`src/rtl/gate_tpd_pkg.sv`:
```
// gate_tpd_pkg: shared types and helpers for the delayed gate line.
// Holds the mode/state enums and the per-channel gate function.
package gate_tpd_pkg;

    localparam int DLY_W = 8;

    typedef enum logic [1:0] {
        MODE_AND  = 2'd0,
        MODE_OR   = 2'd1,
        MODE_XOR  = 2'd2,
        MODE_NAND = 2'd3
    } mode_e;

    typedef enum logic {
        ST_STABLE = 1'b0,
        ST_PEND   = 1'b1
    } state_e;

    function automatic logic gate_eval(
        input mode_e m,
        input logic  a,
        input logic  b
    );
        logic r;
        unique case (m)
            MODE_AND:  r = a & b;
            MODE_OR:   r = a | b;
            MODE_XOR:  r = a ^ b;
            MODE_NAND: r = ~(a & b);
        endcase
        return r;
    endfunction

endpackage

```
`src/rtl/gate_tpd_chan.sv`:
```
// gate_tpd_chan: one inertial-delay channel.
// Target must hold for D+1 sampled edges before c follows it.
module gate_tpd_chan
    import gate_tpd_pkg::*;
#(
    parameter int TPD_LH    = 3,
    parameter int TPD_HL    = 6,
    parameter bit RESET_VAL = 1'b0
) (
    input  logic       clk,
    input  logic       rst_n,
    input  logic [1:0] i_mode,
    input  logic       i_a,
    input  logic       i_b,
    output logic       o_c,
    output logic       o_chg,
    output logic       o_pend,
    output logic       o_rej
);

    localparam logic [DLY_W-1:0] LH_M1 = DLY_W'(TPD_LH - 1);
    localparam logic [DLY_W-1:0] HL_M1 = DLY_W'(TPD_HL - 1);

    state_e           r_state;
    state_e           w_state_nx;
    logic [DLY_W-1:0] r_cnt;
    logic             r_pend_val;
    logic             r_c;
    logic             r_chg;
    logic             w_t;
    logic             w_rej;
    logic             w_fire;

    assign w_t = gate_eval(mode_e'(i_mode), i_a, i_b);

    // State register; reset drops any pending transition.
    always_ff @(posedge clk or negedge rst_n) begin
        if (!rst_n) r_state <= ST_STABLE;
        else        r_state <= w_state_nx;
    end

    // Next state: arm on a differing target, leave on fire or revert.
    always_comb begin
        w_state_nx = r_state;
        unique case (r_state)
            ST_STABLE: if (w_t != r_c) w_state_nx = ST_PEND;
            ST_PEND:   if (w_rej || w_fire) w_state_nx = ST_STABLE;
        endcase
    end

    // Output decode: revert and expiry strobes for this edge.
    always_comb begin
        o_pend = (r_state == ST_PEND);
        w_rej  = o_pend && (w_t != r_pend_val);
        w_fire = o_pend && (w_t == r_pend_val) && (r_cnt == '0);
    end

    // Delay counter, pending value and the delayed output itself.
    always_ff @(posedge clk or negedge rst_n) begin
        if (!rst_n) begin
            r_c        <= RESET_VAL;
            r_chg      <= 1'b0;
            r_cnt      <= '0;
            r_pend_val <= 1'b0;
        end else begin
            r_chg <= 1'b0;
            if (r_state == ST_STABLE) begin
                if (w_t != r_c) begin
                    r_cnt      <= w_t ? LH_M1 : HL_M1;
                    r_pend_val <= w_t;
                end
            end else if (w_fire) begin
                r_c   <= r_pend_val;
                r_chg <= 1'b1;
            end else if (!w_rej) begin
                r_cnt <= r_cnt - 1'b1;
            end
        end
    end

    assign o_c   = r_c;
    assign o_chg = r_chg;
    assign o_rej = w_rej;

endmodule

```
`src/rtl/gate_tpd_line.sv`:
```
// gate_tpd_line: WIDTH inertial-delay gate channels.
// Adds the busy OR and a saturating rejected-pulse counter.
module gate_tpd_line
    import gate_tpd_pkg::*;
#(
    parameter int WIDTH     = 4,
    parameter int TPD_LH    = 3,
    parameter int TPD_HL    = 6,
    parameter bit RESET_VAL = 1'b0,
    parameter int CNT_W     = 16
) (
    input  logic             clk,
    input  logic             rst_n,
    input  logic [1:0]       mode,
    input  logic [WIDTH-1:0] a,
    input  logic [WIDTH-1:0] b,
    output logic [WIDTH-1:0] c,
    output logic [WIDTH-1:0] chg,
    output logic             busy,
    output logic [CNT_W-1:0] rej_cnt,
    input  logic             clr_cnt
);

    localparam int PC_W  = $clog2(WIDTH + 1);
    localparam int SUM_W = ((CNT_W > PC_W) ? CNT_W : PC_W) + 1;
    localparam logic [SUM_W-1:0] SAT = SUM_W'({CNT_W{1'b1}});

    if (TPD_LH < 1 || TPD_LH > 255) begin : g_bad_lh
        $error("gate_tpd_line: TPD_LH must be 1..255");
    end
    if (TPD_HL < 1 || TPD_HL > 255) begin : g_bad_hl
        $error("gate_tpd_line: TPD_HL must be 1..255");
    end

    logic [WIDTH-1:0] w_pend;
    logic [WIDTH-1:0] w_rej;
    logic [PC_W-1:0]  w_pop;
    logic [SUM_W-1:0] w_sum;
    logic [CNT_W-1:0] r_rej_cnt;

    for (genvar i = 0; i < WIDTH; i++) begin : g_chan
        gate_tpd_chan #(
            .TPD_LH    (TPD_LH),
            .TPD_HL    (TPD_HL),
            .RESET_VAL (RESET_VAL)
        ) u_chan (
            .clk    (clk),
            .rst_n  (rst_n),
            .i_mode (mode),
            .i_a    (a[i]),
            .i_b    (b[i]),
            .o_c    (c[i]),
            .o_chg  (chg[i]),
            .o_pend (w_pend[i]),
            .o_rej  (w_rej[i])
        );
    end

    // Count of channels rejecting at this edge, and the clamped sum.
    always_comb begin
        w_pop = '0;
        for (int i = 0; i < WIDTH; i++) begin
            w_pop = w_pop + PC_W'(w_rej[i]);
        end
        w_sum = SUM_W'(r_rej_cnt) + SUM_W'(w_pop);
        if (w_sum > SAT) w_sum = SAT;
    end

    // Rejection counter; clear beats a simultaneous increment.
    always_ff @(posedge clk or negedge rst_n) begin
        if (!rst_n)       r_rej_cnt <= '0;
        else if (clr_cnt) r_rej_cnt <= '0;
        else              r_rej_cnt <= CNT_W'(w_sum);
    end

    assign busy    = |w_pend;
    assign rej_cnt = r_rej_cnt;

endmodule

```
`config.mk`:
```
export PLATFORM = sky130hd
export DESIGN_NAME = gate_tpd_line
export DESIGN_NICKNAME = d
export VERILOG_FILES = /design/src/rtl/gate_tpd_pkg.sv /design/src/rtl/gate_tpd_chan.sv /design/src/rtl/gate_tpd_line.sv
export SDC_FILE = /design/constraint.sdc
export NUM_CORES = 1
export LEC_CHECK = 0
export CAP_MARGIN = 10
export CORE_ASPECT_RATIO = 0.8
export CORE_MARGIN = 2
export CORE_UTILIZATION = 55
export CTS_CLUSTER_SIZE = 24
export DETAILED_ROUTE_END_ITERATION = 12
export HOLD_SLACK_MARGIN = 0.12
export PLACE_DENSITY = 0.77
export SLEW_MARGIN = 25
export SYNTH_ARGS = -nofsm -noshare
export SYNTH_HDL_FRONTEND = slang
export SYNTH_SLANG_ARGS = --single-unit
export TNS_END_PERCENT = 50
```
`constraint.sdc`:
```
create_clock -name clk -period 6 [get_ports clk]
set_input_delay 1.8 -clock clk [delete_from_list [all_inputs] [get_ports clk]]
set_output_delay 1.8 -clock clk [all_outputs]
set_load 0.02 [all_outputs]
```
* After elaboration in Yosys (flattened, before gate mapping)
Cells that the tools add are included.
** Cells by class
- Add/sub/neg operators :: 8
- Order comparisons :: 1
- Equality and inequality tests :: 23
- Muxes and demuxes :: 46
- Bitwise logic cells :: 20
- Reductions and logical operators :: 38
** Operator list (number)
- 2-to-1 mux 8 bit :: 16
- logical NOT 8 bit :: 4
- 2-to-1 mux 16 bit :: 2
- subtractor 8 x 1 -> 8 bit (second input constant) :: 4
- adder 16 x 3 -> 17 bit :: 1
- greater-than comparator 17 x 16 -> 1 bit (second input constant) :: 1
- 2-to-1 mux 1 bit :: 16
- inequality test 2 bit (second input constant) :: 8
- one-hot mux 1 bit (4 select lines) :: 4
- AND reduction 2 bit :: 8
- logical AND 1 bit :: 12
- 2-to-1 mux 3 bit :: 4
- AND reduction 3 bit :: 4
- inequality test 1 bit :: 8
- NOT 1 bit :: 8
- one-hot mux 1 bit (2 select lines) :: 4
- nonzero test 2 bit :: 4
- bitwise AND 1 bit :: 4
- == test 1 bit :: 4
- == test 2 bit (second input constant) :: 2
- logical OR 1 bit :: 4
- bitwise OR 1 bit :: 4
- OR reduction 4 bit :: 1
- XOR 1 bit :: 4
- 5 further kinds :: 5
** Storage, ports and cells
- Register bits after elaboration :: 64
- Output and inout bits :: 25
- Logic and storage cells :: 157

* Logic depth before layout (Yosys ltp)
Gate-level depths: netlist of run 1.
- Word-level depth :: 12
- Depth in mapped cells :: 16
- Depth with buffers taken out :: 15

* Cells and area by module
From an unflattened synthesis of run 1, not the netlist that was laid out.
** Second synthesis, totals
- Cell total of the unflattened synthesis :: 426
- Area, all modules :: 4181.5 um^2
** By module, submodules not included
- gate_tpd_chan :: instances 4, cells each 84, area each 812.0 um^2
- gate_tpd_line :: instances 1, cells each 90, area each 933.4 um^2

* Least setup slack after synthesis of run 1
No wires, ideal clock.
- Path type :: in2reg
- From :: in a[0]
- To :: reg r_rej_cnt[10], in the netlist rej_cnt[10]
- Library setup time :: 0.078 ns
- Arrival :: 5.267 ns
- Required time :: 5.922 ns
- Setup slack :: 0.655 ns
- Cell stages on the path :: 16
- Path buffers :: 2
- Cells stage by stage :: inv_1 > ha_1 > mux2_4 > mux2i_4 > xnor2_1 > buf_2 > nand2_1 > fa_1 > fa_1 > inv_1 > fa_1 > inv_1 > nor4_1 > nand4_1 > clkbuf_1 > a21oi_1
** Between the ends
- Word-level cells in the longest chain between the ends :: 12
** Ends and longest elaborated chain
- start, declared :: RTL line gate_tpd_line.sv:15 : input logic [WIDTH-1:0] a,
- bitwise AND 1 bit :: RTL line gate_tpd_pkg.sv:26, gate_tpd_pkg.sv:29
- NOT 1 bit :: RTL line gate_tpd_pkg.sv:29 : MODE_NAND: r = ~(a & b);
- one-hot mux 1 bit (4 select lines) * :: RTL line gate_tpd_pkg.sv:25 : unique case (m)
- inequality test 1 bit * :: RTL line gate_tpd_chan.sv:54 : w_rej = o_pend && (w_t != r_pend_val);
- logical AND 1 bit * :: RTL line gate_tpd_chan.sv:54
- adder 1 x 1 -> 2 bit * :: RTL line gate_tpd_line.sv:63 : w_pop = w_pop + PC_W'(w_rej[i]);
- adder 2 x 1 -> 3 bit * :: RTL line gate_tpd_line.sv:63
- adder 3 x 1 -> 3 bit * :: RTL line gate_tpd_line.sv:63
- adder 16 x 3 -> 17 bit * :: RTL line gate_tpd_line.sv:65 : w_sum = SUM_W'(r_rej_cnt) + SUM_W'(w_pop);
- greater-than comparator 17 x 16 -> 1 bit :: RTL line gate_tpd_line.sv:66 : if (w_sum > SAT) w_sum = SAT;
- 2-to-1 mux 16 bit * :: RTL line gate_tpd_line.sv:66
- 2-to-1 mux 16 bit * :: RTL line gate_tpd_line.sv:72 : else if (clr_cnt) r_rej_cnt <= '0;
- end signal, assigned :: RTL line gate_tpd_line.sv:73 : else r_rej_cnt <= CNT_W'(w_sum);
- end, declared :: RTL line gate_tpd_line.sv:39 : logic [CNT_W-1:0] r_rej_cnt;
Mark *: on every way between the ends. The rest lies on a longest branch, timed or not.
A chain may end at the register's enable or synchronous reset.

* Final worst setup path of run 1
- From :: in mode[1]
- To :: reg r_rej_cnt[0], in the netlist rej_cnt[0]
** Between the ends
- Word-level cells in the longest chain between the ends :: 11
** Ends and longest elaborated chain
- start, declared :: RTL line gate_tpd_line.sv:14 : input logic [1:0] mode,
- == test 2 bit (tied with other cells) :: RTL line gate_tpd_pkg.sv:25
- one-hot mux 1 bit (4 select lines) :: RTL line gate_tpd_pkg.sv:25
- inequality test 1 bit :: RTL line gate_tpd_chan.sv:54
- logical AND 1 bit :: RTL line gate_tpd_chan.sv:54
- adder 1 x 1 -> 2 bit :: RTL line gate_tpd_line.sv:63
- adder 2 x 1 -> 3 bit :: RTL line gate_tpd_line.sv:63
- adder 3 x 1 -> 3 bit * :: RTL line gate_tpd_line.sv:63
- adder 16 x 3 -> 17 bit * :: RTL line gate_tpd_line.sv:65
- greater-than comparator 17 x 16 -> 1 bit :: RTL line gate_tpd_line.sv:66
- 2-to-1 mux 16 bit * :: RTL line gate_tpd_line.sv:66
- 2-to-1 mux 16 bit * :: RTL line gate_tpd_line.sv:72
Marks and branches as above.

==> out/results.ini, run 1 <==
[yosys]
synth_nets = 484
syn_area_um2 = 4190
syn_avg_cell_area_um2 = 9.21
synth_top_family_by_area = simple AND/OR/NAND/NOR gates
ys_async_sr_fraction = 1.00
yosys_warnings = 0
ys_seq_area_frac = 0.382
synth_cell_types = 65
synth-seq-cells = 64
synth_flop_cell = dfrtp_1
synth_edf_count = 0
synth_compound_area_frac = 0.153
synth_fa_ha_area_frac = 0.0579
synth_mux_area_frac = 0.106
syn_inst = 455
synthSimpleGateAreaFrac = 0.195
synth_xor_area_frac = 0.0397

[final_layout]
fin_util = 0.649
area_delta_synth_final_pct = 14.4
insertedDiodeCount = 0
nFillCells = 576
drive_above_1_share = 0.108
layout_common_cells = 64 x dfrtp_1, 39 x a21oi_1, 36 x nand2_1, 36 x nor2_1, 36 x clkdlybuf4s50_1
fin_nets = 515
final_area_um2 = 4800
final_common_cell = dfrtp_1

[clocking]
postCtsHoldBufs = 0
insertion_delay_ns = 0.33
tritoncts = yes
cts-root-buf = clkbuf_8
cts_setup_buffers = 0
cts_buffers = 9
clk_path_buf_depth = 2
clkSlewWorstSetupHoldPaths_ns = 0.06
cts_max_level = 3
cts_sinks = 64
cts.repair.resized = 0

[timing]
fin_skew_ns = 0.00746
rsz0062_at_grt = no
finalHoldViolCount = 0
tightest_slew_ns = 0.792
fin_crit_ns = 5.48
drv_slew = 0
setup_viol = 0
tns_ns = 0
relSlewSlack = 0.472
fin_crit_sh = 0.914
clock.fmax_ghz = 0.182

[floorplanning]
io_pins = 38
die_x_um = 102
core-area_um2 = 7390
die_area_um2 = 8340
rows = 28
die_y_um = 82.1
initial_core_util = 0.567

[grt]
grt_antenna_before_repair = 0
grt_overflow = 0
grt_max_degree = 65
grt_pass1_wl_um = 14500
track_usage = 0.219
first_global_vias = 3189

[setup_path]
crit_type = input pin to flop
critical_path_arrival_ns = 5.73
cp.required_ns = 6.24
cp-end-kind = flop
reg2reg_to = rej_cnt[0]
r2r_start = g_chan[2].u_chan.r_pend_val
cp_max_fo = 7
r2r_slack_ns = 2.54
r2r_cells = 13
cp-start-kind = input pin

[pwr]
power.switching_uw = 810
vdd_ir_drop_max_mv = 0.263
power_frac_seq = 0.369
power_density_nw_per_um2 = 409
combPwrFrac = 0.441
p_total_uw = 1960
p_int_uw = 1150
pwr-share-clk = 0.190
power.share.switching = 0.413
leakagePower_uw = 0.00207

[drt]
drt_iter0_drc = 124
route.detailed.drc = 0
dr.pass1.iters = 4
via_count = 3347
via_per_inst = 5.62
wl_um = 8300
ant_nets = 0
wire_per_inst_um = 13.9

[worst_hold_path]
min-delay-start = g_chan[3].u_chan.r_cnt[5]
hold_end = g_chan[3].u_chan.r_cnt[5]
min_delay_path_depth = 1
hp-class = flop to flop

[placement]
routabilityCongestion = 0.830
portBuffers = 37
place_area_um2 = 4600
dpl.hpwl_um = 5990

[outcome]
status = complete, no violations

[run]
drv_cap = 0

==> flip-flops by register name (all words and copies together) (netlist names) <==
signal	cells
g_chan.u_chan.r_cnt	32
g_chan.u_chan.o_c	4
rej_cnt	16
g_chan.u_chan.r_pend_val	4
g_chan.u_chan.o_pend	4
g_chan.u_chan.o_chg	4
==> Yosys cell counts (all sizes together), types with 4 or more instances <==
cell type	count	area, um2
xor2	6	52.6
nor2	36	135
xnor2	13	114
and2	4	30.0
nand3	10	50.1
mux2i	26	302
clkbuf	10	41.3
or2	4	25.0
a21oi	39	195
buf	15	109
nand2b	11	68.8
ha	13	163
o21ai	19	95.1
nor3	12	60.1
or3	10	62.6
inv	34	128
nand4	5	31.3
or4	5	37.5
o211ai	6	45.0
nand2	36	135
a31oi	4	25.0
dfrtp	64	1600
o31ai	5	37.5
a211oi	5	37.5
nor2b	8	50.1
mux2	11	143
nor4	5	37.5
==> how the worst max path moves through the flow <==
stage / startpoint / end / slack (ns) / cells after the start
global placement: mode[1] / rej_cnt[0] / 0.27 / 14
floorplan: a[0] / rej_cnt[10] / 0.65 / 16
detailed placement: mode[1] / rej_cnt[0] / 0.17 / 14
CTS: mode[1] / rej_cnt[0] / 0.49 / 14
global route: mode[1] / rej_cnt[2] / 0.21 / 14
finish: mode[1] / rej_cnt[0] / 0.52 / 14
==> critical path, stage by stage <==
cell and delay [ns]:
clkdlybuf4s50_1 0.72, mux2i_4 0.34, mux2i_1 0.37, and2_4 0.25
nand2_1 0.07, fa_1 0.48, fa_1 0.44, inv_1 0.08
fa_1 0.22, inv_1 0.08, nor4_1 0.36, nand4_1 0.18
buf_4 0.19, a21oi_1 0.15
==> final cells by class <==
class | count | area (um2) | area share
Tap cell | 105 | 131 | 0.0274
Multi-Input combinational cell | 332 | 2310 | 0.482
Clock inverter | 3 | 40.0 | 0.00835
Timing Repair Buffer | 45 | 425 | 0.0887
Sequential cell | 64 | 1600 | 0.334
Clock buffer | 13 | 159 | 0.0331
Inverter | 34 | 128 | 0.0266
==> power groups by stage <==
stage | Combinational [uW] | Clock, uW | Sequential, uW
final | 864 | 372 | 725
after CTS | 869 | 382 | 720
after global routing | 983 | 404 | 750
after floorplan | 728 | 0 | 652
after global placement | 831 | 0 | 719
after detailed placement | 866 | 0 | 727
==> cells by family after synthesis <==
family                   after synthesis
adder cells (fa/ha/maj)               18
multiplexers                          37
buffers and inverters                 59
AO/OA/AOI/OAI                        100
AND/OR/NAND/NOR                      158
flip-flops                            64
XOR/XNOR                              19
==> per-stage QoR <==
step / worst slack (ns) / hold WS, ns / std cells
after global placement: 0.265 / 0.486 / 580
after detailed placement: 0.170 / 0.497 / 580
after floorplan: 0.655 / 0.463 / 455
final: 0.518 / 0.512 / 596
after CTS: 0.494 / 0.504 / 596
after global routing: 0.206 / 0.546 / 596
==> layer usage <==
layer | up-vias | wire [um] | track usage
li1 | 1658 | - | -
met3 | 9 | 280 | 0.0528
met5 | - | 0 | 0
met2 | 51 | 3970 | 0.359
met4 | 0 | 82 | 0.0649
met1 | 1629 | 3960 | 0.291
(Power assumes the default switching activity.)
==> run 2, diff against run 1 <==
Settings changed: SLEW_MARGIN 25 to 0.
==> results of run 2 <==
No change in the layout: final DEF, timing and power equal those of run 1.
==> run 3, diff against run 2 <==
Settings changed: CORE_MARGIN 2 to unset.
==> run 3 against run 2 <==
Effect of this change: register-to-register slack about the same; utilization decreased by 0.27 points; cell count decreased by 0.34%; die area decreased by 4.4%; clock skew decreased by 0.0014 ns; setup slack got worse by 0.011 ns.
==> out/results.ini, run 3 (synthesized netlist as in run 1, its figures left out) <==
[setup_path]
slowest_stage = clkdlybuf4s50_1
worst-path-stages = 14  ; unchanged
r2r_slack_ns = 2.53  ; about the same
cp.required_ns = 6.26  ; +0.02 ns
cpLargestDelayFamily = buffers and inverters
r2r_cells = 13  ; unchanged
critical_path_arrival_ns = 5.75  ; +0.02 ns
cp-start-kind = input pin
cp_slowest_stage_delay_ns = 0.75  ; +0.03 ns
cp_max_fo = 13  ; +6
critPathBufInv = 4  ; unchanged
cpMostUsedCell = fa_1
crit_type = input pin to flop
cp-end-kind = flop
worstPathCellList = clkdlybuf4s50_1 > mux2i_4 > mux2i_1 > and2_4 > nand2_1 > fa_1 > fa_1 > inv_1 > fa_1 > inv_1 > nor4_1 > nand4_1 > buf_4 > a21oi_1

[final_layout]
insertedDiodeCount = 0  ; unchanged
final_common_cell = dfrtp_1
instances_no_fill = 594  ; -0.34%
drive_above_1_share = 0.106  ; -0.00160
top_register = g_chan.u_chan.r_cnt
layout_common_cells = 64 x dfrtp_1, 39 x a21oi_1, 36 x nand2_1, 36 x nor2_1, 36 x clkdlybuf4s50_1
fin_nets = 514  ; -0.19%
nFillCells = 597  ; +3.6%
fin_util = 0.646  ; -0.00271
area_delta_synth_final_pct = 14.0
largest_reg_flops = 32  ; unchanged

[worst_hold_path]
min_delay_path_depth = 1  ; unchanged
hp-class = flop to flop

[timing]
finalHoldViolCount = 0  ; unchanged
drv_slew = 0  ; unchanged
rsz0062_at_grt = no
fin_crit_sh = 0.915  ; +0.00179
setup_viol = 0  ; unchanged
clock.fmax_ghz = 0.182  ; -0.20%
tightest_slew_ns = 0.795  ; +0.00354 ns
fin_crit_ns = 5.49  ; +0.0107 ns
fin_skew_ns = 0.00606  ; -0.00140 ns
relSlewSlack = 0.470  ; -0.00236
tns_ns = 0  ; unchanged

[pwr]
power_density_nw_per_um2 = 406  ; -0.69%
leakagePower_uw = 0.00207  ; -0.42%
p_total_uw = 1940  ; -1.1%
vdd_ir_drop_max_mv = 0.239  ; -9.0%

[grt]
grt_antenna_before_repair = 0  ; unchanged
grt_overflow = 0  ; unchanged
grt_max_degree = 65  ; unchanged
track_usage = 0.233  ; +0.0133
first_global_vias = 3160  ; -0.91%
grt_pass1_wl_um = 14500  ; about the same

[clocking]
insertion_delay_ns = 0.34  ; about the same
cts_buffers = 9  ; unchanged
cts_max_level = 3  ; unchanged
cts_sinks = 64  ; unchanged
clk_path_buf_depth = 2  ; unchanged
cts_setup_buffers = 0  ; unchanged
postCtsHoldBufs = 0  ; unchanged
tritoncts = yes
clkSlewWorstSetupHoldPaths_ns = 0.07  ; about the same
cts.repair.resized = 0  ; unchanged
cts-root-buf = clkbuf_8

[floorplanning]
die_area_um2 = 7980  ; -4.4%
rows = 28  ; unchanged
die_x_um = 99.6  ; -2.0%
core-area_um2 = 7390  ; unchanged
io_pins = 38  ; unchanged
initial_core_util = 0.567  ; unchanged
die_y_um = 80.1  ; -2.4%

[drt]
ant_nets = 0  ; unchanged
drt_iter0_drc = 180  ; +45%
wl_um = 8290  ; about the same
wire_per_inst_um = 14.0  ; +0.26%
via_per_inst = 5.62  ; about the same
route.detailed.drc = 0  ; unchanged
via_count = 3336  ; -0.33%
dr.pass1.iters = 4  ; unchanged

[placement]
portBuffers = 37  ; unchanged
placed_cells = 579  ; -0.17%
dpl.hpwl_um = 5990  ; about the same
routabilityCongestion = 0.835  ; +0.68%

[outcome]
status = complete, no violations

[run]
drv_cap = 0  ; unchanged

## run 3: cell count changes in the layout (fill, tap and decap cells not counted)
cell,delta
buf_4,-1
clkbuf_8,-1
clkinv_2,+1
clkbuf_1,-1
## run 3: worst reg2reg max path, stage by stage (launching register included)
cell and delay, ns:
dfrtp_1 0.44, nor2b_1 0.16, mux2i_1 0.31, and2_4 0.25, nand2_1 0.07, fa_1 0.47
fa_1 0.44, inv_1 0.08, fa_1 0.21, inv_1 0.09, nor4_1 0.37, nand4_1 0.14
buf_4 0.20, a21oi_1 0.15
## run 3: final timing paths
path / startpoint / to
min in group asynchronous: rst_n / g_chan[3].u_chan.o_chg
worst min-delay path: g_chan[0].u_chan.r_cnt[6] / g_chan[0].u_chan.r_cnt[6]
worst min register to register: g_chan[0].u_chan.r_cnt[6] / g_chan[0].u_chan.r_cnt[6]
worst max-delay path: mode[1] / rej_cnt[1]
max in group asynchronous: rst_n / g_chan[0].u_chan.o_pend
worst max register to register: g_chan[2].u_chan.r_pend_val / rej_cnt[1]
## run 3: routing by layer
metal,track usage,part of all wire
met1,0.296,0.48
met2,0.399,0.48
met3,0.0548,0.030
met4,0.0618,0.0093
met5,0,0
## run 3: cell type report
class                   instances  area [um2]  area share
multi-input cells             332        2310       0.484
inverters                      34         128      0.0267
repair buffers                 44         418      0.0875
flip-flops and latches         64        1600       0.335
clock buffers                  11         141      0.0296
clock inverters                 4        45.0     0.00943
well taps                     105         131      0.0275
## run 3: per-stage QoR
stage	hold WS [ns]	setup WS [ns]	instance area (um2)
2_1_floorplan	0.463	0.655	4190
3_3_place_gp	0.487	0.282	4590
3_5_place_dp	0.497	0.144	4590
4_1_cts	0.506	0.482	4780
5_1_grt	0.524	0.151	4780
6_report	0.500	0.507	4780
## run 3: report_power, final
group          total [uW]  switching, uW  internal, uW  leakage (uW)
sequential            721            172           549      0.000832
clock                 359            160           199     0.0000989
combinational         860            472           388       0.00113
